**src/rtl/mix_columns_iter.sv**
```systemverilog
// Iterative AES (Inv)MixColumns: one column per cycle through a shared column datapath.
// Valid/ready on both sides; a final-round bypass flag copies the state through with identical timing.
module mix_columns_iter #(
  parameter bit INVERSE = 1'b0
) (
  input  logic         clk,
  input  logic         rst_n,
  input  logic         in_valid,
  output logic         in_ready,
  input  logic [127:0] in_state,
  input  logic         in_bypass,
  output logic         out_valid,
  input  logic         out_ready,
  output logic [127:0] out_state,
  output logic         busy
);

  typedef enum logic [1:0] {IDLE, CALC, DONE} state_t;

  state_t           state_q, state_d;
  logic [1:0]       cnt_q;
  logic [3:0][31:0] cap_q;      // index 3 holds column 0 ([127:96])
  logic [3:0][31:0] res_q;
  logic             cap_byp_q;
  logic             init_q;     // keeps in_ready low until the first edge after reset release
  logic             accept;
  logic [31:0]      col_in, col_mix, col_res;

  function automatic logic [7:0] xt(input logic [7:0] b);
    xt = {b[6:0], 1'b0} ^ (b[7] ? 8'h1b : 8'h00);
  endfunction

  function automatic logic [7:0] m2(input logic [7:0] b);
    m2 = xt(b);
  endfunction

  function automatic logic [7:0] m3(input logic [7:0] b);
    m3 = xt(b) ^ b;
  endfunction

  function automatic logic [7:0] m9(input logic [7:0] b);
    m9 = xt(xt(xt(b))) ^ b;
  endfunction

  function automatic logic [7:0] mb(input logic [7:0] b);
    mb = xt(xt(xt(b))) ^ xt(b) ^ b;
  endfunction

  function automatic logic [7:0] md(input logic [7:0] b);
    md = xt(xt(xt(b))) ^ xt(xt(b)) ^ b;
  endfunction

  function automatic logic [7:0] me(input logic [7:0] b);
    me = xt(xt(xt(b))) ^ xt(xt(b)) ^ xt(b);
  endfunction

  assign in_ready  = init_q && (state_q == IDLE);
  assign accept    = in_valid && in_ready;
  assign out_valid = (state_q == DONE);
  assign busy      = (state_q != IDLE);
  assign out_state = res_q;

  assign col_in = cap_q[2'd3 - cnt_q];

  logic [7:0] s0, s1, s2, s3;
  assign {s0, s1, s2, s3} = col_in;

  generate
    if (INVERSE) begin : g_inv
      assign col_mix = {me(s0) ^ mb(s1) ^ md(s2) ^ m9(s3),
                        m9(s0) ^ me(s1) ^ mb(s2) ^ md(s3),
                        md(s0) ^ m9(s1) ^ me(s2) ^ mb(s3),
                        mb(s0) ^ md(s1) ^ m9(s2) ^ me(s3)};
    end else begin : g_fwd
      assign col_mix = {m2(s0) ^ m3(s1) ^ s2     ^ s3,
                        s0     ^ m2(s1) ^ m3(s2) ^ s3,
                        s0     ^ s1     ^ m2(s2) ^ m3(s3),
                        m3(s0) ^ s1     ^ s2     ^ m2(s3)};
    end
  endgenerate

  assign col_res = cap_byp_q ? col_in : col_mix;

  always_ff @(posedge clk or negedge rst_n) begin
    if (!rst_n) state_q <= IDLE;
    else        state_q <= state_d;
  end

  always_comb begin
    state_d = state_q;
    case (state_q)
      IDLE:    if (accept) state_d = CALC;
      CALC:    if (cnt_q == 2'd3) state_d = DONE;
      DONE:    if (out_ready) state_d = IDLE;
      default: state_d = IDLE;
    endcase
  end

  always_ff @(posedge clk or negedge rst_n) begin
    if (!rst_n) begin
      init_q    <= 1'b0;
      cnt_q     <= 2'd0;
      cap_q     <= '0;
      cap_byp_q <= 1'b0;
      res_q     <= '0;
    end else begin
      init_q <= 1'b1;
      if (state_q == IDLE && accept) begin
        cap_q     <= in_state;
        cap_byp_q <= in_bypass;
        cnt_q     <= 2'd0;
      end else if (state_q == CALC) begin
        res_q[2'd3 - cnt_q] <= col_res;
        cnt_q               <= cnt_q + 2'd1;
      end
    end
  end

endmodule
```
**config.mk**
```make
export PLATFORM = sky130hd
export DESIGN_NAME = mix_columns_iter
export DESIGN_NICKNAME = d
export VERILOG_FILES = /design/src/rtl/mix_columns_iter.sv
export SDC_FILE = /design/constraint.sdc
export NUM_CORES = 1
export LEC_CHECK = 0
export ABC_CLOCK_PERIOD_IN_PS = 4700
export CORE_UTILIZATION = 45
export CTS_BUF_LIST = sky130_fd_sc_hd__clkbuf_4 sky130_fd_sc_hd__clkbuf_8
export CTS_CLUSTER_SIZE = 14
export DETAILED_ROUTE_END_ITERATION = 8
export PLACE_DENSITY = 0.83
export SYNTH_ARGS = -nofsm -noshare
export SYNTH_HDL_FRONTEND = slang
export SYNTH_SLANG_ARGS = --single-unit
```
**constraint.sdc**
```tcl
create_clock -name clk -period 4.7 [get_ports clk]
set_input_delay 0.94 -clock clk [delete_from_list [all_inputs] [get_ports clk]]
set_output_delay 0.94 -clock clk [all_outputs]
set_load 0.01 [all_outputs]
```
# Word-level counts from Yosys, hierarchy flattened
# Index checks and enable logic that the tools add are counted.
# Widths: inputs -> output; s select.
dict set report op_classes {
  addsub 2
  order_cmp 2
  mux 16
  n_bitwise 21
  eq_ne 6
  n_reduce_logical 9
}
# op count
set ops {}
lappend ops {{$bwmux 128} 1}
lappend ops {{$xor 8x8->8} 16}
lappend ops {{$mux 32} 3}
lappend ops {{$bmux 32 s2} 1}
lappend ops {{$demux 32 s2} 1}
lappend ops {{$xor 8x5->8} 4}
lappend ops {{$mux 5} 4}
lappend ops {{$mux 2} 5}
lappend ops {{$pmux 2 s3} 1}
lappend ops {{$eq 2x2->1 const B} 2}
lappend ops {{$logic_and 1x1->1} 4}
lappend ops {{$ne 2x2->1 const B} 2}
lappend ops {{$reduce_bool 2->1} 2}
lappend ops {{$lt 2x3->1 const B} 1}
lappend ops {{$reduce_and 3->1} 1}
lappend ops {{$add 2x1->2 const B} 1}
lappend ops {{$eq 2x1->1 const B} 1}
lappend ops {{$ge 2x1->1 const B} 1}
lappend ops {{$logic_not 2->1} 1}
lappend ops {{$ne 2x1->1 const B} 1}
lappend ops {{$reduce_and 2->1} 1}
lappend ops {{$sub 2x2->2 const A} 1}
lappend ops {{$not 1->1} 1}
dict set report word_totals {
  word_cells 68
  ff_bits 262
}

# Depth between registers and ports, before layout
# Gate-level depths: netlist (run 1).
dict set report depth {
  depth_word 11
  mapped_depth 10
}

# Worst setup path after synthesis (run 1)
# No wires, ideal clock.
dict set report synth_path {
  kind {input to register}
  start {input port in_valid}
  end {register cap_q[0] (netlist bit)}
  t_required_ns 4.573
  path_slack_ns 2.331
  path_stages 5
  arrival_time_ns 2.242
  path_cell_list {and3_1 > clkbuf_1 > clkbuf_1 > buf_1 > mux2_1}
}
dict set report synth_via {
  elab_chain_cells 2
}
# element line_no
set synth_lines {}
lappend synth_lines {{start: declaration} 8} ;# input logic in_valid,
lappend synth_lines {{$logic_and 1x1->1} 58} ;# assign accept = in_valid && in_ready;
lappend synth_lines {{$logic_and 1x1->1} 108} ;# if (state_q == IDLE && accept) begin
lappend synth_lines {{end signal: assignment} 109} ;# cap_q <= in_state;
lappend synth_lines {{end: declaration} 22} ;# logic [3:0][31:0] cap_q;
# Every way passes these cells.
# A chain may end at the register's enable or synchronous reset.

# Final worst setup path (run 1)
dict set report layout_path {
  start {register cnt_q[0]}
  end {register res_q (netlist bit out_state[17])}
}
dict set report layout_via {
  elab_chain_cells 10
}
# element line_no
set layout_lines {}
lappend layout_lines {{start: declaration} 21} ;# logic [1:0] cnt_q;
lappend layout_lines {{start signal: assignment} 114} ;# cnt_q <= cnt_q + 2'd1;
lappend layout_lines {{$sub 2x2->2 (*)} {63, 113}}
lappend layout_lines {{$bmux 32 s2} 63} ;# assign col_in = cap_q[2'd3 - cnt_q];
lappend layout_lines {{$mux 32 (not written as such)} 63}
lappend layout_lines {{$mux 5} 30} ;# xt = {b[6:0], 1'b0} ^ (b[7] ? 8'h1b : 8'h00);
lappend layout_lines {{$xor 8x5->8} 30}
lappend layout_lines {{$xor 8x8->8 (on tied branches)} {76, 38}}
lappend layout_lines {{$xor 8x8->8 (2 in a row)} 76} ;# s0 ^ m2(s1) ^ m3(s2) ^ s3,
lappend layout_lines {{$mux 32} 82} ;# assign col_res = cap_byp_q ? col_in : col_mix;
lappend layout_lines {{$bwmux 128 (*)} 113} ;# res_q[2'd3 - cnt_q] <= col_res;
lappend layout_lines {{end signal: indexed assignment} 113}
lappend layout_lines {{end: declaration} 23} ;# logic [3:0][31:0] res_q;
# Every way passes the cells marked *; elsewhere a longest branch is shown, timed or not. The select of a mux whose other input is x is not followed.

==> results of run 1 <==
layer usage:
metal	up-vias	track usage [%]	share of wire (%)
li1	3734	-	-
met1	4491	34.8	40
met2	521	40.3	47
met3	111	6.57	9.0
met4	2	10.5	4.0
met5	-	0	0.042
synthesized netlist by cell type:
master,count
o21ai_1,129
xnor2_2,3
ha_1,4
or2_2,1
buf_1,13
and2_1,1
clkbuf_1,46
buf_12,2
buf_4,3
buf_6,2
mux4_2,32
a21o_1,1
nand2_1,4
xnor2_4,2
nor2_1,4
mux2_1,129
and3_1,5
xnor3_1,35
xor2_2,5
xor3_1,7
a21oi_1,1
inv_1,4
conb_1,1
inv_2,1
nor2b_1,1
xor2_1,16
nand2b_1,1
dfrtp_1,262
buf_2,17
or2_1,3
a22oi_1,128
xnor2_1,10
registers in the layout (all words and copies together), names as in the netlist:
name,count
out_state,128
cnt_q,2
cap_byp_q,1
cap_q,128
init_q,1
state_q,2
cell type report:
class | instances | area, sq um | share of cell area, %
Antenna cell | 3 | 7.51 | 0.0468
Timing Repair Buffer | 278 | 2790 | 17.4
Inverter | 5 | 18.8 | 0.117
Clock inverter | 9 | 105 | 0.656
Tap cell | 341 | 427 | 2.66
Clock buffer | 66 | 802 | 5.00
Sequential cell | 262 | 6560 | 40.9
Multi-Input combinational cell | 523 | 5330 | 33.2
cells by family after synthesis:
logic type	after synthesis	synth area share [%]
AO/OA/AOI/OAI	259	13.2
XOR/XNOR	78	11.1
adder cells (fa/ha/maj)	4	0.407
buffers and inverters	88	3.34
flip-flops	262	53.4
multiplexers	161	17.7
other	1	0.0305
AND/OR/NAND/NOR	20	0.856
stage by stage:
step | worst slack, ns | util, % | hold slack, ns | std cells | instance area [sq um]
2_1_floorplan | 2.33 | - | 0.452 | 873 | 12300
3_5_place_dp | 1.45 | 56.2 | 0.469 | 1409 | 15100
3_3_place_gp | 1.50 | 56.2 | 0.462 | 1409 | 15100
5_1_grt | 1.23 | 59.6 | 0.495 | 1484 | 16000
6_report | 1.49 | 59.7 | 0.476 | 1487 | 16000
4_1_cts | 1.43 | 59.6 | 0.482 | 1484 | 16000
path summary, 6_finish.rpt:
| path | from | to | slack [ns] |
|---|---|---|---|
| setup / recovery | cnt_q[0] | out_state[17] | 1.49 |
| hold / removal | cap_q[36] | cap_q[36] | 0.48 |
| setup reg to reg | cnt_q[0] | out_state[17] | 1.49 |
| hold reg to reg | cap_q[36] | cap_q[36] | 0.48 |
| max in group asynchronous | rst_n | cnt_q[0] | 3.12 |
| min in group asynchronous | rst_n | out_state[102] | 0.53 |
==> flow_summary.json, run 1 <==
{
  "fin_crit_ns": 3.21,
  "worstSetupStartpointType": "register",
  "slew_viol_final": 0,
  "max_cap_viol_count": 0,
  "port_buffers": 263,
  "grt_max_degree": 138,
  "yosys_register_bits": 262,
  "rows": 60,
  "status": "completed",
  "ys_types": 32,
  "synth_area_leaders": "dfrtp_1, mux2_1, a22oi_1",
  "crit_path_top_delay_cell": "dfrtp_2",
  "num_io_pins": 264,
  "final_cell_mix": "clkdlybuf4s50_1, dfrtp_1, o21ai_1, mux2_1, a22oi_1",
  "fin_crit_sh_pct": 68.2,
  "yosys_warnings": 0,
  "firstDrtPassIters": 5,
  "wl_per_cell_um": 24.1,
  "layout_commonest_cell": "clkdlybuf4s50_1",
  "slew_headroom_pct": 25.8,
  "fmax_mhz": 312,
  "root_buffer": "clkbuf_8",
  "area_growth_pct": 30.5,
  "cts.htree.levels": 2,
  "syn-instance-count": 873,
  "drive_gt1_share_pct": 12.2,
  "nets": 1250,
  "holdPathStages": 1,
  "remaining_drc_errors": 0,
  "start_util_pct": 45.7,
  "yosysSeqAreaShare_pct": 53.4,
  "final.setup.tns_ns": 0,
  "setup_viol": 0,
  "dp_hpwl_mm": 24.8,
  "worst_setup_path_end_kind": "register",
  "numClockSinks": 262,
  "tritoncts": "yes",
  "place.gp.congestion": 0.833,
  "crit_chain": "buf_4 -> mux4_2 -> xor3_1 -> xnor3_1 -> o21ai_1",
  "antenna_found_initial": 4,
  "netlist_area_sq_um": 12300,
  "post_cts_resized": 0,
  "clock_latency_ns": 0.57,
  "die-area_sq_um": 28000,
  "criticalPathCategory": "reg -> reg",
  "fin_worst_skew_ns": 0.0409,
  "synth_top_area_share_pct": 53.4,
  "cpPeakStageDelay_ns": 0.79,
  "synth.largest_area_cell": "dfrtp_1",
  "cp.arrival_ns": 3.60,
  "fillerInstances": 2113,
  "dieWidth_um": 167,
  "grt_pass1_wl_mm": 54.8,
  "routed_wl_mm": 35.8,
  "crit_fanout": 21,
  "grt_pass1_vias": 9113,
  "worst_pin_slew_ns": 1.11,
  "hp-class": "reg -> reg",
  "grt_util_all_layers_pct": 25.9,
  "ctsHoldBuffers": 0,
  "routed_via_density": 5.96,
  "drt_iter0_markers": 928,
  "core_area_sq_um": 26900,
  "dieHeight_um": 167,
  "rsz0062_at_grt": "no",
  "crit_family": "XOR/XNOR gates",
  "cts_setup_buffers": 0,
  "ant_nets": 0,
  "cts_buffers": 43,
  "synth_nets": 1010,
  "clk_pin_slew_worst_paths_ns": 0.06,
  "crit_buf_inv": 1,
  "hold_viol_final": 0,
  "r2r_cells": 5,
  "worst_ep_required_time_ns": 5.10,
  "grt_overflow": 0,
  "clockBufferDepth": 3,
  "vias": 8859,
  "cp.depth": 5,
  "avgSynthCellArea_sq_um": 14.1
}
Power of run 1 is left out: the tool's default activity adds up to more than one toggle a clock period on the data nets, which glitch-free logic cannot reach.
==> inputs of run 2 (changes only) <==
ABC_CLOCK_PERIOD_IN_PS = 3030   (was 4700)
clock period = 3.03 ns   (was 4.7 ns; I/O delays follow)
==> run 2 against run 1 <==
  * Non-clock buffer count up 9
  * Routed wire length down 0.31%
  * Cell count up 0.34%
  * Register-to-register slack worse by 1.3 ns
  * Sequential cell count unchanged
  * Die area unchanged
  * Maximum frequency up 15%
  * Core utilization up 0.33 points
==> flow_summary.json, run 2 (synthesized netlist as in run 1, its figures left out) <==
{
  "area_growth_pct": 31.2,
  "root_buffer": "clkbuf_8",
  "grt_overflow": 0,
  "dp_hpwl_mm": 25.2,
  "rows": 60,
  "ant_nets": 0,
  "grt_max_degree": 97,
  "nets": 1259,
  "status": "completed",
  "rsz0062_at_grt": "no",
  "antenna_cells": 0,
  "cts_setup_buffers": 0,
  "place.gp.congestion": 0.861,
  "fin_worst_skew_ns": 0.0198,
  "wl_per_cell_um": 23.9,
  "routed_via_density": 5.95,
  "max_cap_viol_count": 0,
  "grt_pass1_wl_mm": 54.8,
  "fin_crit_sh_pct": 92.3,
  "post_cts_resized": 0,
  "fin_crit_ns": 2.80,
  "drive_gt1_share_pct": 12.7,
  "cts_buffers": 43,
  "slew_headroom_pct": 44.9,
  "firstDrtPassIters": 6,
  "remaining_drc_errors": 0,
  "worst_pin_slew_ns": 0.825,
  "grt_pass1_vias": 9193,
  "worst_setup_path_end_kind": "register",
  "criticalPathCategory": "reg -> reg",
  "dieWidth_um": 167,
  "vias": 8872,
  "antenna_found_initial": 1,
  "worst_ep_required_time_ns": 3.44,
  "num_io_pins": 264,
  "crit_fanout": 11,
  "clk_pin_slew_worst_paths_ns": 0.07,
  "layout_commonest_cell": "clkdlybuf4s50_1",
  "numClockSinks": 262,
  "port_buffers": 263,
  "setup_viol": 0,
  "routed_wl_mm": 35.7,
  "die-area_sq_um": 28000,
  "worstSetupStartpointType": "register",
  "tritoncts": "yes",
  "grt_util_all_layers_pct": 25.8,
  "fmax_mhz": 357,
  "core_area_sq_um": 26900,
  "ctsHoldBuffers": 0,
  "slew_viol_final": 0,
  "hp-class": "in -> async",
  "cp.arrival_ns": 3.21,
  "dieHeight_um": 167,
  "cts.htree.levels": 2,
  "clock_latency_ns": 0.55,
  "hold_viol_final": 0,
  "clockBufferDepth": 3,
  "start_util_pct": 45.7,
  "final.setup.tns_ns": 0,
  "drt_iter0_markers": 1090,
  "final_cell_mix": "clkdlybuf4s50_1, dfrtp_1, o21ai_1, mux2_1, a22oi_1"
}
-- run 2: metal layers --
| layer | part of all wire, % | vias up | wire length (um) | global-route usage [%] |
|---|---|---|---|---|
| met4 | 4.5 | 2 | 1590 | 12.1 |
| met3 | 9.3 | 114 | 3300 | 5.86 |
| met5 | 0.031 | - | 11 | 0 |
| li1 | - | 3755 | - | - |
| met1 | 40 | 4395 | 14200 | 34.7 |
| met2 | 46 | 606 | 16500 | 40.1 |
-- run 2: stage by stage --
stage | setup slack [ns] | cells | utilization [%] | hold slack, ns | cell area [sq um]
floorplan | 0.709 | 873 | - | 0.310 | 12300
global placement | 0.297 | 1418 | 56.7 | 0.462 | 15200
detailed placement | 0.202 | 1418 | 56.7 | 0.473 | 15200
CTS | 0.197 | 1492 | 60.0 | 0.111 | 16100
global route | 0.109 | 1492 | 60.0 | 0.132 | 16100
finish | 0.232 | 1492 | 60.0 | 0.0586 | 16100
-- run 2: final cells by class --
type                       instances  area, sq um
clock buffer                      68          855
clock inverter                     6         32.5
fill                            2046        10800
inverter                           5         18.8
multi-input combinational        523         5320
sequential                       262         6560
tap                              341          427
timing repair buffer             287         2910
-- run 2: final timing paths --
kind,from,slack (ns),endpoint,depth (start not counted)
worst max-delay path,cnt_q[0],0.23,out_state[24],5
worst min-delay path,rst_n,0.06,out_state[3],1
worst max register to register,cnt_q[0],0.23,out_state[24],5
worst min register to register,cap_q[96],0.48,cap_q[96],1
max in group asynchronous,rst_n,2.10,cap_q[8],2
min in group clk,cap_q[96],0.48,cap_q[96],1
-- run 2: critical path, stage by stage (launching register included) --
cell     delay (ns)
dfrtp_2        0.61
buf_4          0.31
mux4_2         0.71
xnor3_1        0.43
xnor2_1        0.45
o21ai_1        0.15
Power of run 2 is left out for the same reason.
